File: src/rtl/sampler_pkg.sv
// Shared state encodings for the sampler trigger FSM, its CSR wrapper and the bench.
package sampler_pkg;

    localparam int STATE_W = 3;

    typedef enum logic [STATE_W-1:0] {
        ST_IDLE    = 3'd0,
        ST_ARMED   = 3'd1,
        ST_DELAY   = 3'd2,
        ST_CAPTURE = 3'd3,
        ST_DONE    = 3'd4
    } state_t;

    // The sampler is released from reset only while it is filling or holding data.
    function automatic logic sampler_live(state_t s);
        return (s == ST_CAPTURE) || (s == ST_DONE);
    endfunction

endpackage

File: src/rtl/trigger_match.sv
// Masked pattern match with optional rising-edge qualification.
module trigger_match #(
    parameter int width = 32
) (
    input  logic             clk,
    input  logic             reset,
    input  logic [width-1:0] sample_in,
    input  logic [width-1:0] mask,
    input  logic [width-1:0] value,
    input  logic             edge_sel,
    output logic             trig
);

    logic match;
    logic prev_match;

    assign match = ((sample_in ^ value) & mask) == '0;

    // Tracks the match every cycle regardless of FSM state, so an edge trigger
    // never fires on a pattern that was already present when the block was armed.
    always_ff @(posedge clk) begin
        if (reset) prev_match <= 1'b0;
        else       prev_match <= match;
    end

    assign trig = edge_sel ? (match && !prev_match) : match;

endmodule

File: src/rtl/sampler_trigger.sv
// Trigger sequencer for a capture sampler: arm, match, optional delay, capture, done.
module sampler_trigger
    import sampler_pkg::*;
#(
    parameter int width     = 32,
    parameter int delayBits = 16
) (
    input  logic                 clk,
    input  logic                 reset,
    input  logic [width-1:0]     sample_in,
    input  logic [width-1:0]     trig_mask,
    input  logic [width-1:0]     trig_value,
    input  logic                 trig_edge,
    input  logic [delayBits-1:0] delay,
    input  logic                 arm,
    input  logic                 abort,
    input  logic                 cap_done,
    output logic                 cap_reset_n,
    output logic [STATE_W-1:0]   state,
    output logic                 irq,
    input  logic                 irq_ack,
    output logic [7:0]           capture_count
);

    state_t               cur, nxt;
    logic [delayBits-1:0] delay_cnt;
    logic                 trig;
    logic                 load_cnt;
    logic                 done_evt;

    trigger_match #(.width(width)) u_match (
        .clk      (clk),
        .reset    (reset),
        .sample_in(sample_in),
        .mask     (trig_mask),
        .value    (trig_value),
        .edge_sel (trig_edge),
        .trig     (trig)
    );

    always_comb begin
        nxt      = cur;
        load_cnt = 1'b0;
        done_evt = 1'b0;
        case (cur)
            ST_IDLE:    if (arm) nxt = ST_ARMED;
            ST_ARMED: begin
                if (trig) begin
                    if (delay != '0) begin
                        nxt      = ST_DELAY;
                        load_cnt = 1'b1;
                    end else begin
                        nxt = ST_CAPTURE;
                    end
                end
            end
            ST_DELAY:   if (delay_cnt == '0) nxt = ST_CAPTURE;
            ST_CAPTURE: begin
                if (cap_done) begin
                    nxt      = ST_DONE;
                    done_evt = 1'b1;
                end
            end
            ST_DONE:    if (arm) nxt = ST_ARMED;
            default:    nxt = ST_IDLE;
        endcase
        if (abort) begin
            nxt      = ST_IDLE;
            load_cnt = 1'b0;
            done_evt = 1'b0;
        end
    end

    always_ff @(posedge clk) begin
        if (reset) begin
            cur           <= ST_IDLE;
            delay_cnt     <= '0;
            cap_reset_n   <= 1'b0;
            irq           <= 1'b0;
            capture_count <= '0;
        end else begin
            cur <= nxt;
            // Loading delay-1 and leaving on zero yields exactly `delay` DELAY cycles.
            if (load_cnt)
                delay_cnt <= delay - 1'b1;
            else if (cur == ST_DELAY && delay_cnt != '0)
                delay_cnt <= delay_cnt - 1'b1;
            // Follows the current state, so it lags entry into CAPTURE by one edge
            // and the sampler sees at least one cycle of address clear.
            cap_reset_n <= sampler_live(cur);
            if (done_evt) begin
                irq           <= 1'b1;
                capture_count <= capture_count + 8'd1;
            end else if (irq_ack) begin
                irq <= 1'b0;
            end
        end
    end

    assign state = cur;

endmodule

File: config.mk
export PLATFORM = sky130hd
export DESIGN_NAME = sampler_trigger
export DESIGN_NICKNAME = d
export VERILOG_FILES = /design/src/rtl/sampler_pkg.sv /design/src/rtl/trigger_match.sv /design/src/rtl/sampler_trigger.sv
export SDC_FILE = /design/constraint.sdc
export NUM_CORES = 1
export LEC_CHECK = 0
export CAP_MARGIN = 20
export CORE_ASPECT_RATIO = 1.1
export CORE_MARGIN = 3
export CORE_UTILIZATION = 38
export CTS_CLUSTER_DIAMETER = 50
export DETAILED_ROUTE_END_ITERATION = 8
export PLACE_DENSITY = 0.84
export REMOVE_ABC_BUFFERS = 1
export SYNTH_ARGS = -nofsm -noshare
export SYNTH_HDL_FRONTEND = slang
export SYNTH_SLANG_ARGS = --single-unit
File: constraint.sdc
create_clock -name clk -period 4.65 [get_ports clk]
set_clock_uncertainty 0.1 [all_clocks]
set_input_delay 1.395 -clock clk [delete_from_list [all_inputs] [get_ports clk]]
set_output_delay 1.395 -clock clk [all_outputs]
set_load 0.02 [all_outputs]
Yosys cells after proc, flatten, opt, wreduce, memory -nomap -nowiden
Cells that the tools add are included.

Flip-flop bits (word level): 30. Input port bits: 119.

$add $sub $neg: 3. Mux-type cells: 18. Eq/ne operators: 8. Bitwise operators: 2. Reductions and logical operators: 14.

Operators by type and width (count): 32-bit bitwise AND (1); 32-bit zero test (1); 16-bit 2-to-1 mux (2); 16-bit nonzero test (2); 16-bit by 1-bit subtractor with 16-bit output (second input constant) (2); 32-bit XOR (1); 16-bit zero test (1); 3-bit 2-to-1 mux (4); 3-bit case mux with 4 select lines (1); 1-bit 2-to-1 mux (11); 8-bit by 1-bit adder with 8-bit output (second input constant) (1); 3-bit by 2-bit == test with 1-bit output (second input constant) (2); 2-bit != test (second input constant) (3); 4-bit AND reduction (1); 2-bit nonzero test (2); 2-bit OR reduction (2); 3-bit by 1-bit == test with 1-bit output (second input constant) (1); 3-bit == test (second input constant) (1); 3-bit zero test (1); 1-bit logical AND (2); 2-bit by 1-bit != test with 1-bit output (second input constant) (1); 1-bit zero test (1); 1-bit logical OR (1).

Longest topological paths before layout
Gate-level depths: netlist of the first run.

Depth after elaboration: 9. Mapped depth: 15.

By module
A second synthesis of the first run with hierarchy kept.

Cell total of the unflattened synthesis: 276. Area, all modules: 2293.4 sq um.

By module, submodules not included: sampler_trigger (times used 1, sequential area each 580.6 sq um, area an instance 1828.0 sq um, cells each 220); trigger_match (times used 1, sequential area each 20.0 sq um, area an instance 465.4 sq um, cells each 56).

Worst setup path after synthesis of the first run
Ideal clock, no wire load.

Kind: input to register. Start point: input port delay[3]. End point: register delay_cnt[12]. Slack: 0.405 ns. Required time: 4.464 ns. Path buffers: 2. Stages on the path: 14. Library setup time: 0.086 ns. Arrival time: 4.059 ns. Cell sequence: nor4_2 > nand3_2 > or3_1 > or2_0 > and4_1 > buf_6 > buf_6 > mux2i_1 > ha_1 > o211ai_1 > nor4_1 > xor2_1 > nor2_1 > a211oi_1.

Word-level cells in the longest chain between the ends: 6. Elaborated cells on any way between the ends: 8. Those cells by class: 1 x add/sub; 5 x mux; 2 x reduce/logical.

RTL lines: from (decl) (RTL line sampler_trigger.sv:14) `input logic [delayBits-1:0] delay,`; branches (longest 6 deep; another with 16-bit by 1-bit subtractor with 16-bit output); to (signal assigned) (RTL line sampler_trigger.sv:85) `delay_cnt <= delay - 1'b1;`; to (signal assigned) (RTL line sampler_trigger.sv:87) `delay_cnt <= delay_cnt - 1'b1;`; to (decl) (RTL line sampler_trigger.sv:26) `logic [delayBits-1:0] delay_cnt;`.

Parallel ways; which one is timed is not known. A chain may end at the register's enable or synchronous reset.

Final worst setup path of the first run
Start point: input port delay[7]. End point: register delay_cnt[14].

The elaborated chain is that of the path after synthesis.

==> run_results.csv, run 1 <==
group,metric,value,unit
timing,period_share,0.9467,
synth,synthMuxAreaShare,0.02294,
pwr,p_sw,0.0001508,W
finish,layout_commonest_cell,"clkdlybuf4s50_1",
timing,final-setup-viol-count,0,
synth,synth_seq_area_share,0.2752,
timing,hold_viol,0,
pwr,internal_power,0.0004954,W
routing,vias,2409,
finish,n_antenna_cell,0,
die,rows,28,
timing,maxSlewViolCount,0,
synth,ys_warn_count,0,
finish,fillers,464,
finish,multi_input_area,1534,µm²
clocking,clock_path_buffers,2,
global_route,grt_max_degree,20,
pwr,power.density,171.1,nW/µm²
routing,finalWirelength,6948,µm
pwr,p_leak,1.427,nW
pwr,p_seq_frac,0.399,
timing,layout_setup_ws,248.0,ps
timing,worstMarginPinSlew,737.0,ps
routing,firstDrtPassIters,4,
timing,clock.fmax,227.2,MHz
global_route,grt_pass1_vias,2496,
pwr,p_sw_frac,0.2334,
clocking,h-tree-depth,2,
clocking,clkLatencyLatePin,280,ps
clocking,cts_root_buffer,"clkbuf_8",
timing,fin_crit,4402,ps
synth,yosys_most_used_dff,"dfxtp_1",
clocking,clkTransAtPathRegs,60,ps
routing,wl_per_cell,14.41,µm
global_route,grt_pass1_wl,11360,µm
synth,synth-compound-area-share,0.1388,
placement,place_ws,-79.95,ps
synth,synth_edf_count,0,
critical_path,r2r_slack,2060,ps
routing,drt_iter0_drc,113,
min_path,min_path_type,"flop to flop",
critical_path,critPathLaunchType,"input pin",
synth,netlist-cell-type-count,39,
synth,syn-instance-count,259,
critical_path,reg2reg_to,"delay_cnt[14]",
synth,synthSimpleGateAreaFrac,0.2540,
synth,synthArstFlopShare,0,
placement,placedCellCount,474,
critical_path,crit-reg2reg-launch,"state[0]",
pwr,irDropWorstVdd,96.71,µV
finish,regArea,600.6,µm²
critical_path,worstPathMaxFanout,6,
synth,synth_top_family_by_area,"XOR/XNOR gates",
synth,synth_xor_area_frac,0.2649,
synth,ys_ff_latch,30,
critical_path,end_kind,"flop",
critical_path,crit_type,"input pin to flop",
timing,slew_headroom,0.5071,
finish,layout-drive-gt1-share,0.08600,
finish,fin_nets,527,
synth,synthAdderAreaFrac,0.01147,
outcome,status,"completed",
die,die_area,6688,µm²
global_route,overflow,0,
finish,syn_to_final_growth,73.11,%
placement,portBuffers,131,
routing,drcViolationCount,0,
routing,antenna_left,0,
routing,vias_per_cell,4.998,
min_path,hold_depth,2,
synth,synth_area,2182,µm²
global_route,antenna_found_initial,0,
timing,rsz0062_at_grt,"no",
finish,instances_no_fill,482,
critical_path,worst-endpoint-required,4740,ps
finish,final_cell_mix,"131 x clkdlybuf4s50_1, 49 x xor2_1, 38 x nor2_1",
placement,place.gp.congestion,0.8501,
clocking,cts_sinks,30,
pwr,power_frac_comb,0.266,
clocking,cts_buffers,5,
clocking,cts_tree,"yes",
die,start_util,0.3993,
synth,avgSynthCellArea,8.425,µm²
min_path,hold_start,"irq",
die,coreArea,5465,µm²
die,die_width,78.25,µm
critical_path,cp.arrival,4490,ps
critical_path,ff2ff_path_depth,10,
pwr,p_clk_frac,0.335,
die,io_pins,132,
min_path,worstHoldEndpoint,"irq",
global_route,gr-usage-all-layers,0.2118,
die,die_h,85.48,µm
run,drv_cap,0,
placement,post-dp-hpwl,5940,µm
==> cell type report <==
| class | instances | share of cell area |
|---|---|---|
| Tap cell | 75 | 0.02484 |
| Timing Repair Buffer | 149 | 0.3829 |
| Clock inverter | 2 | 0.003312 |
| Clock buffer | 6 | 0.02186 |
| Multi-Input combinational cell | 218 | 0.4061 |
| Inverter | 2 | 0.001987 |
| Sequential cell | 30 | 0.1590 |
==> kinds of logic (layout without fill, tap and decap cells) <==
family | after synthesis | count (layout)
muxes | 5 | 5
adders and majority gates | 2 | 2
buffers and inverters | 11 | 159
AOI/OAI and AO/OA | 41 | 41
and+or+nand+nor | 104 | 104
xor gates and xnor gates | 66 | 66
DFF | 30 | 30
==> metal layers <==
layer	track usage	wire [µm]	vias to the layer above
met1	0.2322	2579	1089
met3	0.04565	384	11
li1	-	-	1221
met4	0.06836	132	0
met5	0	0	-
met2	0.4011	3851	88
==> metrics by stage <==
stage	TNS, ps	area, µm²	hold WS, ps	util	power [W]
6_report	0	3777	394.3	0.6912	0.0006462
5_1_grt	0	3777	417.2	0.6912	0.0006788
4_1_cts	0	3754	401.0	0.6868	0.0006489
3_5_place_dp	-195.3	3659	388.2	0.6694	0.0004343
3_3_place_gp	0	3659	369.1	0.6694	0.0004306
2_1_floorplan	0	2118	374.0	-	0.0003042
==> worst max-delay path by stage <==
stage,start,endpoint,slack (ps),cells past startpoint
finish,delay[7],delay_cnt[14],250,13
global route,delay[3],delay_cnt[12],10,15
CTS,delay[7],delay_cnt[12],200,13
detailed placement,delay[7],delay_cnt[12],-80,13
global placement,delay[3],delay_cnt[12],70,13
floorplan,trig_value[1],delay_cnt[12],120,12
==> sequential cells by signal (all words and copies together), names as in the netlist <==
signal,cells
delay_cnt,16
capture_count,8
state,3
cap_reset_n,1
irq,1
u_match.prev_match,1
==> power groups by stage <==
stage          clock network (W)  logic (W)  registers [W]
2_1_floorplan                  0  0.0000400       0.000264
3_3_place_gp                   0   0.000167       0.000264
3_5_place_dp                   0   0.000171       0.000264
4_1_cts                 0.000220   0.000171       0.000258
5_1_grt                 0.000234   0.000187       0.000258
6_report                0.000216   0.000172       0.000258
==> worst max-delay path, stage by stage <==
cell	delay (ps)
clkdlybuf4s50_1	470
nor4_4	350
nand3_2	130
or3_1	390
or2_0	230
and4_1	230
mux2i_1	180
ha_1	200
o211ai_1	240
nor3_1	250
xor2_1	180
nor2_1	60
a211oi_1	190
==> synth_stat cells (all sizes together), types with 2 or more instances <==
| cell | count | area, µm² |
|---|---|---|
| a22oi | 17 | 127.6 |
| mux2i | 5 | 50.05 |
| and3 | 2 | 12.51 |
| nor4 | 6 | 56.31 |
| nand3b | 2 | 27.53 |
| or4 | 2 | 15.01 |
| a21oi | 5 | 28.78 |
| ha | 2 | 25.02 |
| nor2 | 38 | 142.6 |
| nand3 | 11 | 60.06 |
| xnor2 | 17 | 148.9 |
| o21a | 2 | 15.01 |
| or3 | 3 | 18.77 |
| xor2 | 49 | 429.2 |
| a211oi | 13 | 102.6 |
| nor2b | 2 | 12.51 |
| nand2 | 10 | 37.54 |
| inv | 2 | 7.510 |
| buf | 4 | 45.04 |
| nor3 | 14 | 75.07 |
| dfxtp | 30 | 600.6 |
| clkbuf | 5 | 18.77 |
| and4 | 2 | 17.52 |
| nand4 | 7 | 43.79 |
==> timing repair <==
item	4_1_cts	5_1_grt
setup buffers	0	0
resized for setup	0	3
setup endpoints to repair	0	1
hold buffers	0	0
No activity file was read; power rests on OpenSTA's default activity.
==> run 2: changes to the inputs <==
Settings changed: CELL_PAD_IN_SITES_DETAIL_PLACEMENT set to 1, CELL_PAD_IN_SITES_GLOBAL_PLACEMENT set to 2, CORE_UTILIZATION 38 to 20, SLEW_MARGIN set to 15.
==> run_results.csv, run 2 (same netlist as run 1, synthesis figures left out) <==
group,metric,value,unit
timing,hold_viol,0,
critical_path,worst-endpoint-required,4730,ps
clocking,clock_path_buffers,2,
pwr,total_power,0.0007493,W
finish,fin_nets,534,
clocking,cts_tree,"yes",
pwr,irDropWorstVdd,141.3,µV
clocking,cts_buffers,5,
timing,hold_ws,387.7,ps
critical_path,crit_type,"input pin to flop",
placement,post-dp-hpwl,6895,µm
die,io_pins,132,
outcome,status,"completed",
finish,final_cell_mix,"127 x clkdlybuf4s50_1, 49 x xor2_1, 38 x nor2_1",
timing,fin_setup_tns,0,ps
routing,drt_iter0_drc,39,
finish,finish.utilization,0.3794,
routing,vias_per_cell,4.363,
finish,regArea,600.6,µm²
die,die_area,12200,µm²
clocking,clkLatencyLatePin,270,ps
critical_path,worstPathMaxFanout,6,
clocking,h-tree-depth,2,
finish,layout_commonest_cell,"clkdlybuf4s50_1",
clocking,clkTransAtPathRegs,50,ps
global_route,antenna_found_initial,0,
global_route,overflow,0,
die,die_h,115.6,µm
global_route,grt_pass1_wl,12250,µm
clocking,postCtsHoldBufs,0,
timing,slew_headroom,0.6388,
global_route,grt_max_degree,20,
placement,place.gp.congestion,0.7694,
finish,multi_input_area,1555,µm²
global_route,gr-usage-all-layers,0.1252,
critical_path,end_kind,"flop",
finish,largest_reg_flops,16,
routing,antenna_left,0,
die,coreArea,10540,µm²
critical_path,critPathLaunchType,"input pin",
timing,worstMarginPinSlew,539.8,ps
finish,layout-drive-gt1-share,0.1111,
clocking,cts_root_buffer,"clkbuf_16",
routing,wl_per_cell,14.27,µm
pwr,power.density,187.4,nW/µm²
finish,regMostFlops,"delay_cnt",
global_route,grt_pass1_vias,2653,
die,start_util,0.2070,
clocking,cts_sinks,30,
timing,period_share,0.9555,
run,drv_cap,0,
finish,n_antenna_cell,0,
timing,fin_crit,4443,ps
min_path,min_path_type,"flop to flop",
pwr,p_leak,1.525,nW
die,rows,39,
routing,firstDrtPassIters,4,
timing,maxSlewViolCount,0,
routing,drcViolationCount,0,
routing,finalWirelength,7947,µm
finish,instances_no_fill,557,
timing,final-setup-viol-count,0,
die,die_width,105.6,µm
timing,clock.fmax,225.1,MHz
finish,syn_to_final_growth,83.26,%
placement,portBuffers,131,
routing,vias,2430,
critical_path,cp.arrival,4530,ps
placement,placedCellCount,546,
finish,fillers,1260,
## run 2: where the power goes
| group | total, W | switching [W] | leakage (nW) | internal [W] |
|---|---|---|---|---|
| sequential | 0.000259 | 0.000000682 | 0.242 | 0.000258 |
| combinational | 0.000174 | 0.0000544 | 1.21 | 0.000120 |
| clock | 0.000316 | 0.000105 | 0.0739 | 0.000211 |
| total | 0.000749 | 0.000160 | 1.53 | 0.000589 |
## run 2: through the flow
step                cell area, µm²  setup WS [ps]
CTS                           3921          58.91
floorplan                     2118          124.9
global placement              3774         -26.77
global route                  3999         -32.12
detailed placement            3774         -192.0
finish                        3999          206.8
## run 2: metal layers
layer  share of wire  track usage  up-vias
li1                -            -     1232
met1            0.35       0.1169     1119
met2            0.58       0.2640       73
met3           0.059      0.03064        6
met4           0.014      0.03800        0
met5               0            0        -
## run 2: critical path: stages
cell and delay [ps]:
clkdlybuf4s50_1 460, nor4_4 300, nand3_2 130, or3_1 370
or2_0 230, and4_4 200, mux2i_1 180, ha_2 230
o211ai_1 220, buf_4 220, nor3_2 130, xor2_1 170
nor2_1 60, a211oi_1 210
## run 2: path summary, 6_finish.rpt
| check | start | to | slack, ps | cells past startpoint |
|---|---|---|---|---|
| setup / recovery | delay[4] | delay_cnt[8] | 210 | 14 |
| hold / removal | irq | irq | 390 | 2 |
| setup reg to reg | state[0] | delay_cnt[8] | 1900 | 11 |
| hold reg to reg | irq | irq | 390 | 2 |
## run 2: cell type report
cell class / instances / area share
Clock buffer: 7 / 0.03567
Inverter: 2 / 0.001877
Tap cell: 143 / 0.04474
Clock inverter: 1 / 0.001252
Multi-Input combinational cell: 218 / 0.3889
Sequential cell: 30 / 0.1502
Timing Repair Buffer: 156 / 0.3773
## run 2: what timing repair did
item                                    4_1_cts  5_1_grt
gates resized for setup                       0       13
setup buffers                                 0        3
endpoints found under the setup margin        0        6
==> run 3: changes to the inputs <==
Settings changed: CORE_MARGIN 3 to 5, SKIP_CTS_REPAIR_TIMING set to 1, TNS_END_PERCENT set to 50.
==> run_results.csv, run 3 (same netlist as run 1, synthesis figures left out) <==
group,metric,value,unit
critical_path,cp.arrival,4540,ps
routing,wl_per_cell,14.35,µm
critical_path,worst-endpoint-required,4740,ps
global_route,overflow,0,
die,die_h,119.6,µm
timing,hold_viol,0,
clocking,clkTransAtPathRegs,50,ps
global_route,grt_max_degree,31,
clocking,cts_buffers,5,
timing,final-setup-viol-count,0,
timing,hold_ws,393.9,ps
die,die_area,13100,µm²
die,rows,40,
finish,layout-drive-gt1-share,0.1002,
clocking,cts_sinks,30,
timing,layout_setup_ws,203.4,ps
critical_path,max_stage_delay,490,ps
die,io_pins,132,
routing,vias,2483,
critical_path,crit_chain,"clkdlybuf4s50_1 -> nor4_4 -> nand3_2 -> or3_1 -> or2_0 -> and4_1 -> mux2i_1 -> ha_1 -> o211ai_1 -> buf_4 -> nor3_1 -> xor2_1 -> nor2_1 -> a211oi_1",
critical_path,end_kind,"flop",
finish,fin_nets,531,
placement,place.gp.congestion,0.7834,
placement,portBuffers,131,
timing,period_share,0.9563,
min_path,hold_start,"delay_cnt[15]",
clocking,h-tree-depth,2,
outcome,status,"completed",
pwr,irDropWorstVdd,125.5,µV
routing,drt_iter0_drc,33,
finish,n_antenna_cell,0,
timing,maxSlewViolCount,0,
routing,antenna_left,0,
critical_path,r2r_slack,2060,ps
routing,vias_per_cell,4.466,
routing,drcViolationCount,0,
min_path,hold_depth,2,
min_path,min_path_type,"flop to flop",
finish,largest_reg_flops,16,
timing,fin_crit,4447,ps
finish,final_cell_area,3960,µm²
critical_path,critPathLaunchType,"input pin",
finish,syn_to_final_growth,81.48,%
pwr,p_leak,1.476,nW
finish,layout_commonest_cell,"clkdlybuf4s50_1",
finish,regMostFlops,"delay_cnt",
die,start_util,0.2019,
critical_path,crit_type,"input pin to flop",
clocking,clock_path_buffers,2,
routing,finalWirelength,7977,µm
critical_path,crit-reg2reg-launch,"state[0]",
placement,placed_area,3756,µm²
routing,firstDrtPassIters,3,
placement,post-dp-hpwl,6938,µm
clocking,cts_tree,"yes",
pwr,total_power,0.0007498,W
critical_path,ff2ff_path_depth,11,
finish,final_cell_mix,"131 x clkdlybuf4s50_1, 49 x xor2_1, 37 x nor2_1",
critical_path,worstPathMaxFanout,4,
critical_path,cpMaxStageDelayCell,"clkdlybuf4s50_1",
placement,place_ws,-126.7,ps
global_route,grt_pass1_vias,2822,
critical_path,reg2reg_to,"delay_cnt[4]",
timing,rsz0062_at_grt,"yes",
die,die_width,109.6,µm
global_route,antenna_found_initial,1,
timing,worstMarginPinSlew,572.3,ps
clocking,clkLatencyLatePin,270,ps
die,coreArea,10810,µm²
run,drv_cap,0,
timing,clock.fmax,224.9,MHz
timing,slew_headroom,0.6173,
timing,fin_setup_tns,0,ps
pwr,power.density,189.3,nW/µm²
min_path,worstHoldEndpoint,"delay_cnt[15]",
clocking,cts_root_buffer,"clkbuf_16",
global_route,gr-usage-all-layers,0.1246,
global_route,grt_pass1_wl,13110,µm
-- run 3: power by group --
part           internal [W]  switching, W
Clock              0.000206      0.000107
Combinational      0.000121     0.0000569
Sequential         0.000258   0.000000621
-- run 3: worst max-delay path, delay by kind of cell --
| family | cells | cell delay [ps] |
|---|---|---|
| xor gates and xnor gates | 1 | 180 |
| and+or+nand+nor | 7 | 1540 |
| AOI/OAI and AO/OA | 2 | 350 |
| adders and majority gates | 1 | 190 |
| buffers and inverters | 2 | 690 |
| muxes | 1 | 180 |
-- run 3: how the worst max path moves through the flow --
stage | from | endpoint | slack [ps] | depth (start not counted)
after CTS | trig_value[28] | delay_cnt[14] | 120 | 16
after detailed placement | sample_in[13] | delay_cnt[12] | -130 | 16
after global placement | sample_in[13] | delay_cnt[12] | -70 | 14
after global routing | delay[6] | delay_cnt[12] | -30 | 15
after floorplan | trig_value[1] | delay_cnt[12] | 120 | 12
final | delay[6] | delay_cnt[4] | 200 | 14
-- run 3: metal layers --
layer,part of all wire,wire [µm],GRT usage,vias to the layer above
met5,0.0016,13,0,-
met2,0.54,4272,0.2385,98
met4,0.0051,41,0.01637,2
li1,-,-,-,1224
met1,0.35,2794,0.1258,1153
met3,0.11,855,0.05272,6
-- run 3: layout make-up --
type	count	area, µm²
clock buffer	6	138.9
inverter	2	7.507
timing repair buffer	153	1476
sequential	30	600.6
fill	1313	6850
multi-input combinational	218	1553
tap	147	183.9
-- run 3: stage by stage --
stage / util / instances
finish: 0.3663 / 556
global route: 0.3663 / 556
floorplan: - / 250
global placement: 0.3475 / 547
detailed placement: 0.3475 / 547
CTS: 0.3603 / 553
